$ cat src/rtl/pipeline_acc_pkg.sv
// Shared definitions for the pipeline_acc accumulate path: sequencer state
// encoding and the pipeline latencies that sum_ram and its controller must
// agree on.
package pipeline_acc_pkg;

    typedef enum logic [2:0] {
        ST_IDLE  = 3'd0,
        ST_ACC   = 3'd1,
        ST_DRAIN = 3'd2,
        ST_GAP   = 3'd3,
        ST_RD    = 3'd4,
        ST_DONE  = 3'd5
    } acc_state_e;

    // dv_pre4 beat to RAM write
    localparam int C_WR_DLY_DEF = 7;
    // dv_pre4 beat to adder stage (first_flag sample point)
    localparam int C_FF_DLY_DEF = 4;
    // raddr to valid read data
    localparam int C_RD_LAT_DEF = 2;
    // width of the shared drain / read-wait counter
    localparam int C_CNT_W      = 4;

    // True in every state that belongs to a running job (DONE excluded).
    function automatic logic state_is_busy(input acc_state_e st);
        logic busy;
        case (st)
            ST_ACC, ST_DRAIN, ST_GAP, ST_RD: busy = 1'b1;
            default:                         busy = 1'b0;
        endcase
        return busy;
    endfunction

endpackage

$ cat src/rtl/sum_ram_ctrl_if.sv
// Stream-in handshake plus the sum_ram control/readout bundle driven by the
// sum_ram_ctrl sequencer. master = controller side, slave = source/RAM side.
interface sum_ram_ctrl_if #(
    parameter int C_ASIZE = 10
);
    logic               src_valid;
    logic               src_ready;
    logic               dven;
    logic               dv_pre4;
    logic               first_flag;
    logic [C_ASIZE-1:0] raddr;
    logic               rd_valid;

    modport master (
        input  src_valid,
        output src_ready,
        output dven,
        output dv_pre4,
        output first_flag,
        output raddr,
        output rd_valid
    );

    modport slave (
        output src_valid,
        input  src_ready,
        input  dven,
        input  dv_pre4,
        input  first_flag,
        input  raddr,
        input  rd_valid
    );
endinterface

$ cat src/rtl/dly.sv
// Fixed-latency delay line: C_DEPTH register stages of C_WIDTH bits,
// advancing every cycle, cleared by synchronous reset.
module dly #(
    parameter int C_WIDTH = 1,
    parameter int C_DEPTH = 1
) (
    input  logic               I_clk,
    input  logic               I_rst,
    input  logic [C_WIDTH-1:0] I_din,
    output logic [C_WIDTH-1:0] O_dout
);

    logic [C_WIDTH-1:0] sr_q [C_DEPTH];
    logic [C_WIDTH-1:0] sr_d [C_DEPTH];

    // Next shift-register contents: new sample enters stage 0, others move up.
    always_comb begin
        sr_d[0] = I_din;
        for (int i = 1; i < C_DEPTH; i++) begin
            sr_d[i] = sr_q[i-1];
        end
    end

    // Stage registers with synchronous clear.
    always_ff @(posedge I_clk) begin
        if (I_rst) begin
            for (int i = 0; i < C_DEPTH; i++) begin
                sr_q[i] <= '0;
            end
        end else begin
            for (int i = 0; i < C_DEPTH; i++) begin
                sr_q[i] <= sr_d[i];
            end
        end
    end

    assign O_dout = sr_q[C_DEPTH-1];

endmodule

$ cat src/rtl/sum_ram_ctrl.sv
// sum_ram_ctrl: sequencer for the pipelined accumulate RAM (sum_ram).
// Runs pass_num accumulation passes over pix_num pixels, drains the write
// pipeline after each pass, then reads the finished sums out.
// Optional build macro SUM_RAM_CTRL_STAT_EN adds O_stall_cnt (ACC cycles
// with no upstream beat available).
module sum_ram_ctrl
    import pipeline_acc_pkg::*;
#(
    parameter int C_ASIZE  = 10,
    parameter int C_PSIZE  = 8,
    parameter int C_WR_DLY = C_WR_DLY_DEF,
    parameter int C_FF_DLY = C_FF_DLY_DEF,
    parameter int C_RD_LAT = C_RD_LAT_DEF
) (
    input  logic               I_clk,
    input  logic               I_rst,
    input  logic               I_start,
    input  logic [C_ASIZE:0]   I_pix_num,
    input  logic [C_PSIZE-1:0] I_pass_num,
    sum_ram_ctrl_if.master     bus,
`ifdef SUM_RAM_CTRL_STAT_EN
    output logic [31:0]        O_stall_cnt,
`endif
    output logic               O_busy,
    output logic               O_done
);

    localparam int C_PW = C_ASIZE + 1;

    acc_state_e         state_q, state_d;
    logic [C_PW-1:0]    pix_num_q, pix_num_d;
    logic [C_PSIZE-1:0] pass_num_q, pass_num_d;
    logic [C_PW-1:0]    pix_cnt_q, pix_cnt_d;
    logic [C_PSIZE-1:0] pass_cnt_q, pass_cnt_d;
    logic [C_CNT_W-1:0] cnt_q, cnt_d;
    logic [C_PW-1:0]    rd_cnt_q, rd_cnt_d;
    logic               ff_hold_q, ff_hold_d;
`ifdef SUM_RAM_CTRL_STAT_EN
    logic [31:0]        stall_q, stall_d;
`endif

    logic               src_ready_s;
    logic               dven_s;
    logic               beat_s;
    logic               tag_s;
    logic               rd_issue_s;
    logic [C_ASIZE-1:0] raddr_s;
    logic               busy_s;
    logic               done_s;
    logic [1:0]         ff_dly_s;
    logic               rd_valid_s;
    logic               first_flag_s;

    // A beat is any ACC cycle where upstream has data; it is combinational
    // so sum_ram sees dv_pre4 in the same cycle the source is consumed.
    assign beat_s = bus.src_valid & src_ready_s;

    // State and counter registers, synchronous reset to IDLE / zero.
    always_ff @(posedge I_clk) begin
        if (I_rst) begin
            state_q    <= ST_IDLE;
            pix_num_q  <= '0;
            pass_num_q <= '0;
            pix_cnt_q  <= '0;
            pass_cnt_q <= '0;
            cnt_q      <= '0;
            rd_cnt_q   <= '0;
            ff_hold_q  <= 1'b0;
`ifdef SUM_RAM_CTRL_STAT_EN
            stall_q    <= '0;
`endif
        end else begin
            state_q    <= state_d;
            pix_num_q  <= pix_num_d;
            pass_num_q <= pass_num_d;
            pix_cnt_q  <= pix_cnt_d;
            pass_cnt_q <= pass_cnt_d;
            cnt_q      <= cnt_d;
            rd_cnt_q   <= rd_cnt_d;
            ff_hold_q  <= ff_hold_d;
`ifdef SUM_RAM_CTRL_STAT_EN
            stall_q    <= stall_d;
`endif
        end
    end

    // Next-state and counter update logic for the pass/drain/readout sequence.
    always_comb begin
        state_d    = state_q;
        pix_num_d  = pix_num_q;
        pass_num_d = pass_num_q;
        pix_cnt_d  = pix_cnt_q;
        pass_cnt_d = pass_cnt_q;
        cnt_d      = cnt_q;
        rd_cnt_d   = rd_cnt_q;
        case (state_q)
            ST_IDLE: begin
                if (I_start) begin
                    if ((I_pix_num == '0) || (I_pass_num == '0)) begin
                        state_d = ST_DONE;
                    end else begin
                        pix_num_d  = I_pix_num;
                        pass_num_d = I_pass_num;
                        pix_cnt_d  = '0;
                        pass_cnt_d = '0;
                        state_d    = ST_ACC;
                    end
                end else begin
                    state_d = ST_IDLE;
                end
            end
            ST_ACC: begin
                if (beat_s) begin
                    pix_cnt_d = pix_cnt_q + C_PW'(1);
                    if (pix_cnt_q == (pix_num_q - C_PW'(1))) begin
                        cnt_d   = '0;
                        state_d = ST_DRAIN;
                    end else begin
                        state_d = ST_ACC;
                    end
                end else begin
                    state_d = ST_ACC;
                end
            end
            ST_DRAIN: begin
                // Keep dven up until the last beat's write has landed.
                if (cnt_q == C_CNT_W'(C_WR_DLY)) begin
                    cnt_d   = '0;
                    state_d = ST_GAP;
                end else begin
                    cnt_d = cnt_q + C_CNT_W'(1);
                end
            end
            ST_GAP: begin
                pass_cnt_d = pass_cnt_q + C_PSIZE'(1);
                if (pass_cnt_q == (pass_num_q - C_PSIZE'(1))) begin
                    rd_cnt_d = '0;
                    cnt_d    = '0;
                    state_d  = ST_RD;
                end else begin
                    pix_cnt_d = '0;
                    state_d   = ST_ACC;
                end
            end
            ST_RD: begin
                if (rd_cnt_q != pix_num_q) begin
                    rd_cnt_d = rd_cnt_q + C_PW'(1);
                end else if (cnt_q == C_CNT_W'(C_RD_LAT - 1)) begin
                    cnt_d   = '0;
                    state_d = ST_DONE;
                end else begin
                    cnt_d = cnt_q + C_CNT_W'(1);
                end
            end
            ST_DONE: begin
                state_d = ST_IDLE;
            end
            default: begin
                state_d = ST_IDLE;
            end
        endcase
    end

    // Output decode from the current state.
    always_comb begin
        src_ready_s = 1'b0;
        dven_s      = 1'b0;
        rd_issue_s  = 1'b0;
        raddr_s     = '0;
        done_s      = 1'b0;
        case (state_q)
            ST_ACC: begin
                src_ready_s = 1'b1;
                dven_s      = 1'b1;
            end
            ST_DRAIN: begin
                dven_s = 1'b1;
            end
            ST_RD: begin
                if (rd_cnt_q != pix_num_q) begin
                    rd_issue_s = 1'b1;
                    raddr_s    = rd_cnt_q[C_ASIZE-1:0];
                end else begin
                    rd_issue_s = 1'b0;
                    raddr_s    = '0;
                end
            end
            ST_DONE: begin
                done_s = 1'b1;
            end
            default: begin
                done_s = 1'b0;
            end
        endcase
        busy_s = state_is_busy(state_q);
        tag_s  = (pass_cnt_q == '0);
    end

    // first_flag: the tag of the beat reaching the adder stage this cycle,
    // otherwise the tag of the most recent beat that got there.
    always_comb begin
        if (ff_dly_s[1]) begin
            first_flag_s = ff_dly_s[0];
            ff_hold_d    = ff_dly_s[0];
        end else begin
            first_flag_s = ff_hold_q;
            ff_hold_d    = ff_hold_q;
        end
    end

`ifdef SUM_RAM_CTRL_STAT_EN
    // Stall statistics: cleared when a job is started, saturating count of
    // ACC cycles without upstream data, frozen outside ACC.
    always_comb begin
        stall_d = stall_q;
        if ((state_q == ST_IDLE) && I_start) begin
            stall_d = '0;
        end else if ((state_q == ST_ACC) && !bus.src_valid && (stall_q != 32'hFFFF_FFFF)) begin
            stall_d = stall_q + 32'd1;
        end else begin
            stall_d = stall_q;
        end
    end

    assign O_stall_cnt = stall_q;
`endif

    dly #(
        .C_WIDTH (2),
        .C_DEPTH (C_FF_DLY)
    ) u_ff_dly (
        .I_clk  (I_clk),
        .I_rst  (I_rst),
        .I_din  ({beat_s, tag_s}),
        .O_dout (ff_dly_s)
    );

    dly #(
        .C_WIDTH (1),
        .C_DEPTH (C_RD_LAT)
    ) u_rd_dly (
        .I_clk  (I_clk),
        .I_rst  (I_rst),
        .I_din  (rd_issue_s),
        .O_dout (rd_valid_s)
    );

    assign bus.src_ready  = src_ready_s;
    assign bus.dven       = dven_s;
    assign bus.dv_pre4    = beat_s;
    assign bus.first_flag = first_flag_s;
    assign bus.raddr      = raddr_s;
    assign bus.rd_valid   = rd_valid_s;
    assign O_busy         = busy_s;
    assign O_done         = done_s;

endmodule

$ cat src/flat_wrapper.sv
// flat-port wrapper written by rule: the top's interface ports become plain ports
module sum_ram_ctrl_flat import pipeline_acc_pkg::*;
#(
    parameter int C_ASIZE  = 10,
    parameter int C_PSIZE  = 8,
    parameter int C_WR_DLY = C_WR_DLY_DEF,
    parameter int C_FF_DLY = C_FF_DLY_DEF,
    parameter int C_RD_LAT = C_RD_LAT_DEF
)
  (I_clk, I_rst, I_start, I_pix_num, I_pass_num, O_busy, O_done, bus_src_valid, bus_src_ready, bus_dven, bus_dv_pre4, bus_first_flag, bus_raddr, bus_rd_valid);
  sum_ram_ctrl_if #(.C_ASIZE(C_ASIZE)) bus_i ();
  input  logic I_clk;
  input  logic I_rst;
  input  logic I_start;
  input  logic [C_ASIZE:0] I_pix_num;
  input  logic [C_PSIZE-1:0] I_pass_num;
  output logic O_busy;
  output logic O_done;
  input wire logic [$bits(bus_i.src_valid)-1:0] bus_src_valid;
  output wire logic [$bits(bus_i.src_ready)-1:0] bus_src_ready;
  output wire logic [$bits(bus_i.dven)-1:0] bus_dven;
  output wire logic [$bits(bus_i.dv_pre4)-1:0] bus_dv_pre4;
  output wire logic [$bits(bus_i.first_flag)-1:0] bus_first_flag;
  output wire logic [$bits(bus_i.raddr)-1:0] bus_raddr;
  output wire logic [$bits(bus_i.rd_valid)-1:0] bus_rd_valid;
  assign bus_i.src_valid = bus_src_valid;
  assign bus_src_ready = bus_i.src_ready;
  assign bus_dven = bus_i.dven;
  assign bus_dv_pre4 = bus_i.dv_pre4;
  assign bus_first_flag = bus_i.first_flag;
  assign bus_raddr = bus_i.raddr;
  assign bus_rd_valid = bus_i.rd_valid;
  sum_ram_ctrl #(.C_ASIZE(C_ASIZE), .C_PSIZE(C_PSIZE), .C_WR_DLY(C_WR_DLY), .C_FF_DLY(C_FF_DLY), .C_RD_LAT(C_RD_LAT)) u_core (.I_clk(I_clk), .I_rst(I_rst), .I_start(I_start), .I_pix_num(I_pix_num), .I_pass_num(I_pass_num), .bus(bus_i), .O_busy(O_busy), .O_done(O_done));
endmodule
$ cat config.mk
export PLATFORM = sky130hd
export DESIGN_NAME = sum_ram_ctrl_flat
export DESIGN_NICKNAME = d
export VERILOG_FILES = /design/src/rtl/pipeline_acc_pkg.sv /design/src/rtl/sum_ram_ctrl_if.sv /design/src/rtl/dly.sv /design/src/rtl/sum_ram_ctrl.sv /design/src/flat_wrapper.sv
export SDC_FILE = /design/constraint.sdc
export NUM_CORES = 1
export LEC_CHECK = 0
export BUFFER_PORTS_ARGS = -buffer_cell sky130_fd_sc_hd__clkbuf_2
export CORE_MARGIN = 2
export CORE_UTILIZATION = 35
export DETAILED_ROUTE_END_ITERATION = 12
export PLACE_DENSITY_LB_ADDON = 0.08
export SYNTH_ARGS = -nofsm -noshare
export SYNTH_HDL_FRONTEND = slang
export SYNTH_SLANG_ARGS = --single-unit
$ cat constraint.sdc
create_clock -name I_clk -period 3.2 [get_ports I_clk]
set_input_delay 0.16 -clock I_clk [delete_from_list [all_inputs] [get_ports I_clk]]
set_output_delay 0.16 -clock I_clk [all_outputs]
set_load 0.02 [all_outputs]
# == After elaboration in Yosys (flattened, before gate mapping) ==
# Memory sizes are Yosys's and may differ from the RTL's.
# Index checks and enable logic that the tools add are counted.
# word_totals
register_bits,57
ram_bits,10
input_bits,23
out_inout_bits,17
word_cells,106
mem_count,2
# op_classes
n_addsub,6
n_eq_ne,20
n_mux,45
n_bitwise,8
n_reduce_logical,17
# mem_list
memory,depth,word_bits,read_ports,rd_ports_with_merged_regs,write_ports,line_no,rtl
u_core.u_ff_dly.sr_q,4,2,4,0,4,dly.sv:13,logic [C_WIDTH-1:0] sr_q [C_DEPTH];
u_core.u_rd_dly.sr_q,2,1,2,0,2,dly.sv:13,
# ops
operator,count
two-way mux 11 bit,6
one-hot mux 11 bit (3 select lines),1
two-way mux 4 bit,6
adder 11 x 1 -> 11 bit (second input constant),2
one-hot mux 11 bit (2 select lines),1
two-way mux 10 bit,2
two-way mux 3 bit,6
logical NOT 8 bit,2
two-way mux 8 bit,2
one-hot mux 4 bit (4 select lines),1
one-hot mux 8 bit (2 select lines),1
one-hot mux 3 bit (5 select lines),1
two-way mux 1 bit,12
two-way mux 2 bit,6
AND reduction 3 bit,4
== test 11 bit,1
logical NOT 11 bit,1
!= test 11 bit,1
subtractor 11 x 1 -> 11 bit (second input constant),1
!= test 2 x 1 -> 1 bit (second input constant),5
!= test 2 bit (second input constant),5
AND reduction 5 bit,2
adder 8 x 1 -> 8 bit (second input constant),1
== test 8 bit,1
17 further kinds,25

# == Depth between registers and ports, before layout ==
# logic_depth
depth_word,5
depth_mapped,10
mapped_depth_nobuf,9

# == Hierarchy ==
# A second synthesis with hierarchy kept.
# unflattened
cells_unflattened,452
hier_area_um2,3787.4
# modules_own_cells
mod,n_inst,cells_each,area_per_inst_um2,seq_area_each_um2
sum_ram_ctrl,1,432,3524.6,1141.1
dly at u_core.u_ff_dly,1,16,210.2,160.2
dly at u_core.u_rd_dly,1,4,52.6,40.0

# == Worst setup path before layout ==
# OpenSTA, ideal clock, no wires.
# synth_timing
path_type,reg2reg
startpoint,register u_core.pix_num_q[0]
endpoint,register u_core.cnt_q[3]
setup_time_ns,0.117
arrival_time_ns,2.620
required_ns,3.083
setup_slack_ns,0.463
path_stages_with_launch,11
n_path_buf,1
period_less_slack_ns,2.737
cell_sequence,dfxtp_1 > clkbuf_1 > inv_1 > ha_1 > or4b_4 > nor4_1 > nor3_1 > a2111oi_4 > and4bb_4 > o22ai_1 > a32o_2
# synth_via
elab_chain_len,4
word_cells_on_any_way,6
cone_classes,1 x add/sub; 4 x eq/ne; 1 x reduce/logical
# synth_rtl
item,line_no,rtl
"start, declared",sum_ram_ctrl.sv:31,"logic [C_PW-1:0] pix_num_q, pix_num_d;"
"start signal, assigned",sum_ram_ctrl.sv:74,pix_num_q <= pix_num_d;
subtractor 11 x 1 -> 11 bit,sum_ram_ctrl.sv:115,if (pix_cnt_q == (pix_num_q - C_PW'(1))) begin
== test 11 bit,sum_ram_ctrl.sv:115,
!= test 2 x 1 -> 1 bit (no source line),-,
AND reduction 5 bit (no source line) *,-,
"end signal, assigned",sum_ram_ctrl.sv:78,cnt_q <= cnt_d;
"end, declared",sum_ram_ctrl.sv:35,"logic [C_CNT_W-1:0] cnt_q, cnt_d;"
# Every way passes the cells marked *; elsewhere a longest branch is shown, timed or not.
# A chain may end at the register's enable or synchronous reset.

# == Worst setup path after layout ==
# Same ends and word-level chain as after synthesis.

==> impl_metrics.json <==
{
  "status": "finished clean",
  "gr-total-overflow": 0,
  "gp_congestion": 0.792,
  "worst_path_max_delay_cell": "or4b_4",
  "cts.clk_slew.worst_paths_ns": 0.07,
  "cts_sinks": 67,
  "cts_hold_buf": 0,
  "routed_wl_um": 9120,
  "hold_class": "primary input to register",
  "yosysMostFrequentCell": "dfxtp_1",
  "drv_cap": 0,
  "ys.flop_type": "dfxtp_1",
  "cp.buffers_inverters": 1,
  "io_buffers": 39,
  "layout.nets": 518,
  "instances_no_fill": 627,
  "finalCriticalPeriod_ns": 2.86,
  "syn_inst": 456,
  "ys_seq_area_share_pct": 35.5,
  "core_area_um2": 10400,
  "track_usage_pct": 17.1,
  "num_rows": 37,
  "cp_slowest_stage_delay_ns": 0.53,
  "cts_buffers": 9,
  "power_switching_share_pct": 27.0,
  "clockRootBuffer": "clkbuf_8",
  "grt_pass1_vias": 3088,
  "ant_nets": 0,
  "path_class": "register to register",
  "antennaDiodeCount": 0,
  "yosys_warnings": 0,
  "period_share_pct": 89.5,
  "worstPathArrival_ns": 3.10,
  "skew_ns": 0.00681,
  "critPathLaunchType": "register",
  "crit_chain": "inv_1, ha_1, or4b_4, nor4_1, nor3_1, a2111oi_4, and4bb_4, o22ai_1, a32o_2",
  "htree_num_levels": 3,
  "die_height_um": 108,
  "drt_iter0_markers": 190,
  "internal-power_w": 0.00137,
  "critPathRequiredTime_ns": 3.43,
  "timing.fmax_mhz": 349,
  "synth_area_per_cell_um2": 8.29,
  "cts_setup_buffers": 0,
  "synthArstFlopShare_pct": 0,
  "antenna_found_initial": 0,
  "dr.pass1.iters": 4,
  "setup_viol": 0,
  "synthTopCellsByCount": "67 x dfxtp_1, 53 x nor2_1, 25 x xnor2_1, 24 x o21ai_0",
  "maxSlewViolCount": 0,
  "start_util_pct": 36.3,
  "ctsResizeCount": 0,
  "via_per_inst": 5.20,
  "dp_hpwl_um": 6570,
  "vias": 3262,
  "critPathTopFamily": "simple AND/OR/NAND/NOR gates",
  "yosysTopAreaCellShare_pct": 35.5,
  "cts.path.max_buffers": 2,
  "dp.cells": 612,
  "yosysTopAreaCell": "dfxtp_1",
  "layout-drive-gt1-share_pct": 14.3,
  "n_fill_cell": 1066,
  "yosys_register_bits": 67,
  "worstPathMaxFanout": 7,
  "endpoint_kind": "register",
  "p_seq_share_pct": 47.5,
  "synthDistinctLibCells": 52,
  "total_leakage_power_nw": 1.74,
  "comb_power_share_pct": 14.1,
  "ir_worst_vdd_v": 0.000191,
  "slew_headroom_pct": 31.9,
  "switchingPower_w": 0.000507,
  "dieArea_um2": 11700,
  "final-hold-violation-count": 0,
  "grt_pass1_wl_um": 15600,
  "synthTopCellsByArea": "dfxtp_1 35%, xnor2_1 5.8%, mux2i_1 5.3%, nor2_1 5.3%, xor2_1 5.1%",
  "rsz0062_at_grt": "no",
  "grt_max_degree": 48,
  "wl_per_cell_um": 14.5,
  "setup_tns_ns": 0,
  "power.density_nw_per_um2": 437,
  "clockPowerShare_pct": 38.4,
  "drc": 0,
  "netlist_area_um2": 3780,
  "fp.dieW_um": 108,
  "cts_tree": "yes",
  "insertion_delay_ns": 0.34,
  "synth_edf_count": 0,
  "synth.net_count": 487,
  "syn2layout_area_growth_pct": 13.3,
  "io-pin-count": 40,
  "worst_slew_pin_slew_ns": 1.02
}
==> layout make-up <==
cell class / count / area, um2 / share of cell area [%]
tap: 136 / 170 / 3.97
sequential: 67 / 1340 / 31.3
multi-input combinational: 352 / 2290 / 53.5
clock inverter: 4 / 50.0 / 1.17
clock buffer: 11 / 151 / 3.53
inverter: 13 / 48.8 / 1.14
timing repair buffer: 44 / 233 / 5.43
==> final timing paths <==
check	cells after the start	slack, ns	from	to
min	2	0.02	I_rst	u_core.u_rd_dly.sr_q[0][1]
min reg2reg	1	0.44	u_core.u_ff_dly.sr_q[0][0]	u_core.u_ff_dly.sr_q[0][2]
max reg2reg	9	0.34	u_core.pix_num_q[0]	u_core.cnt_q[3]
max	9	0.34	u_core.pix_num_q[0]	u_core.cnt_q[3]
==> per-stage QoR <==
stage               area [um2]  hold WS [ns]  utilization, %  total power [W]  worst slack, ns
floorplan                 3780         0.304               -          0.00110            0.463
global placement          4090         0.379            39.2          0.00117            0.400
detailed placement        4090         0.378            39.2          0.00118            0.339
CTS                       4290    0.00000766            41.2          0.00191            0.323
global route              4290        0.0135            41.2          0.00199           0.0451
finish                    4290        0.0218            41.2          0.00187            0.337
==> registers in the layout (all words and copies together), names as in the netlist <==
register	flops
u_core.ff_hold_q	1
u_core.pass_num_q	8
u_core.cnt_q	4
u_core.pix_num_q	11
u_core.pass_cnt_q	8
u_core.u_ff_dly.sr_q	8
u_core.rd_cnt_q	11
u_core.pix_cnt_q	11
u_core.state_q	3
u_core.u_rd_dly.sr_q	2
==> worst reg2reg max path, cell delays in order (launching register included) <==
cell,delay (ns)
dfxtp_1,0.38
inv_1,0.08
ha_1,0.27
or4b_4,0.53
nor4_1,0.30
nor3_1,0.12
a2111oi_4,0.41
and4bb_4,0.31
o22ai_1,0.08
a32o_2,0.29
==> power groups by stage <==
stage                     Combinational, W  Sequential, W  Clock, W
after global routing              0.000300       0.000895  0.000793
after floorplan                   0.000211       0.000889         0
after detailed placement          0.000265       0.000910         0
after global placement            0.000263       0.000909         0
final                             0.000264       0.000890  0.000720
after CTS                         0.000267       0.000890  0.000756
==> placed cells by master (no fill, tap or decap), types with 3 or more instances in the layout <==
cell,synthesis,layout
nor2b_1,17,17
buf_4,0,5
or2_2,5,5
nor2_1,53,53
clkbuf_2,0,39
or3_1,4,4
nand4b_1,3,3
mux2i_1,20,20
nand4_1,12,12
ha_1,8,8
and4_1,4,4
clkbuf_8,0,11
a21oi_1,23,23
nor4_1,9,9
xnor2_1,25,25
o21ai_0,24,24
dfxtp_1,67,67
xor2_1,22,22
nand3_1,10,10
and2_1,15,15
a31oi_1,3,3
and3_1,7,7
nor4b_1,3,3
nand2_1,23,23
nor3_1,22,22
nand3b_1,3,3
o2111ai_1,3,3
a211oi_1,4,4
inv_1,13,13
==> kinds of logic after synthesis <==
logic type | count (synthesis) | share of synthesized area (%)
compound gates | 79 | 13.6
mux | 21 | 5.59
buf+inv | 37 | 3.94
simple gates | 197 | 27.9
xor+xnor | 47 | 10.9
fa+ha+maj | 8 | 2.65
flops | 67 | 35.5
==> metal layers <==
layer | track usage [%] | vias up | share of wire [%]
met5 | 0 | - | 0
met4 | 4.58 | 0 | 0.63
met3 | 4.04 | 5 | 4.1
met2 | 25.6 | 60 | 43
met1 | 24.7 | 1516 | 52
li1 | - | 1681 | -
No activity file was read; power rests on OpenSTA's default activity.
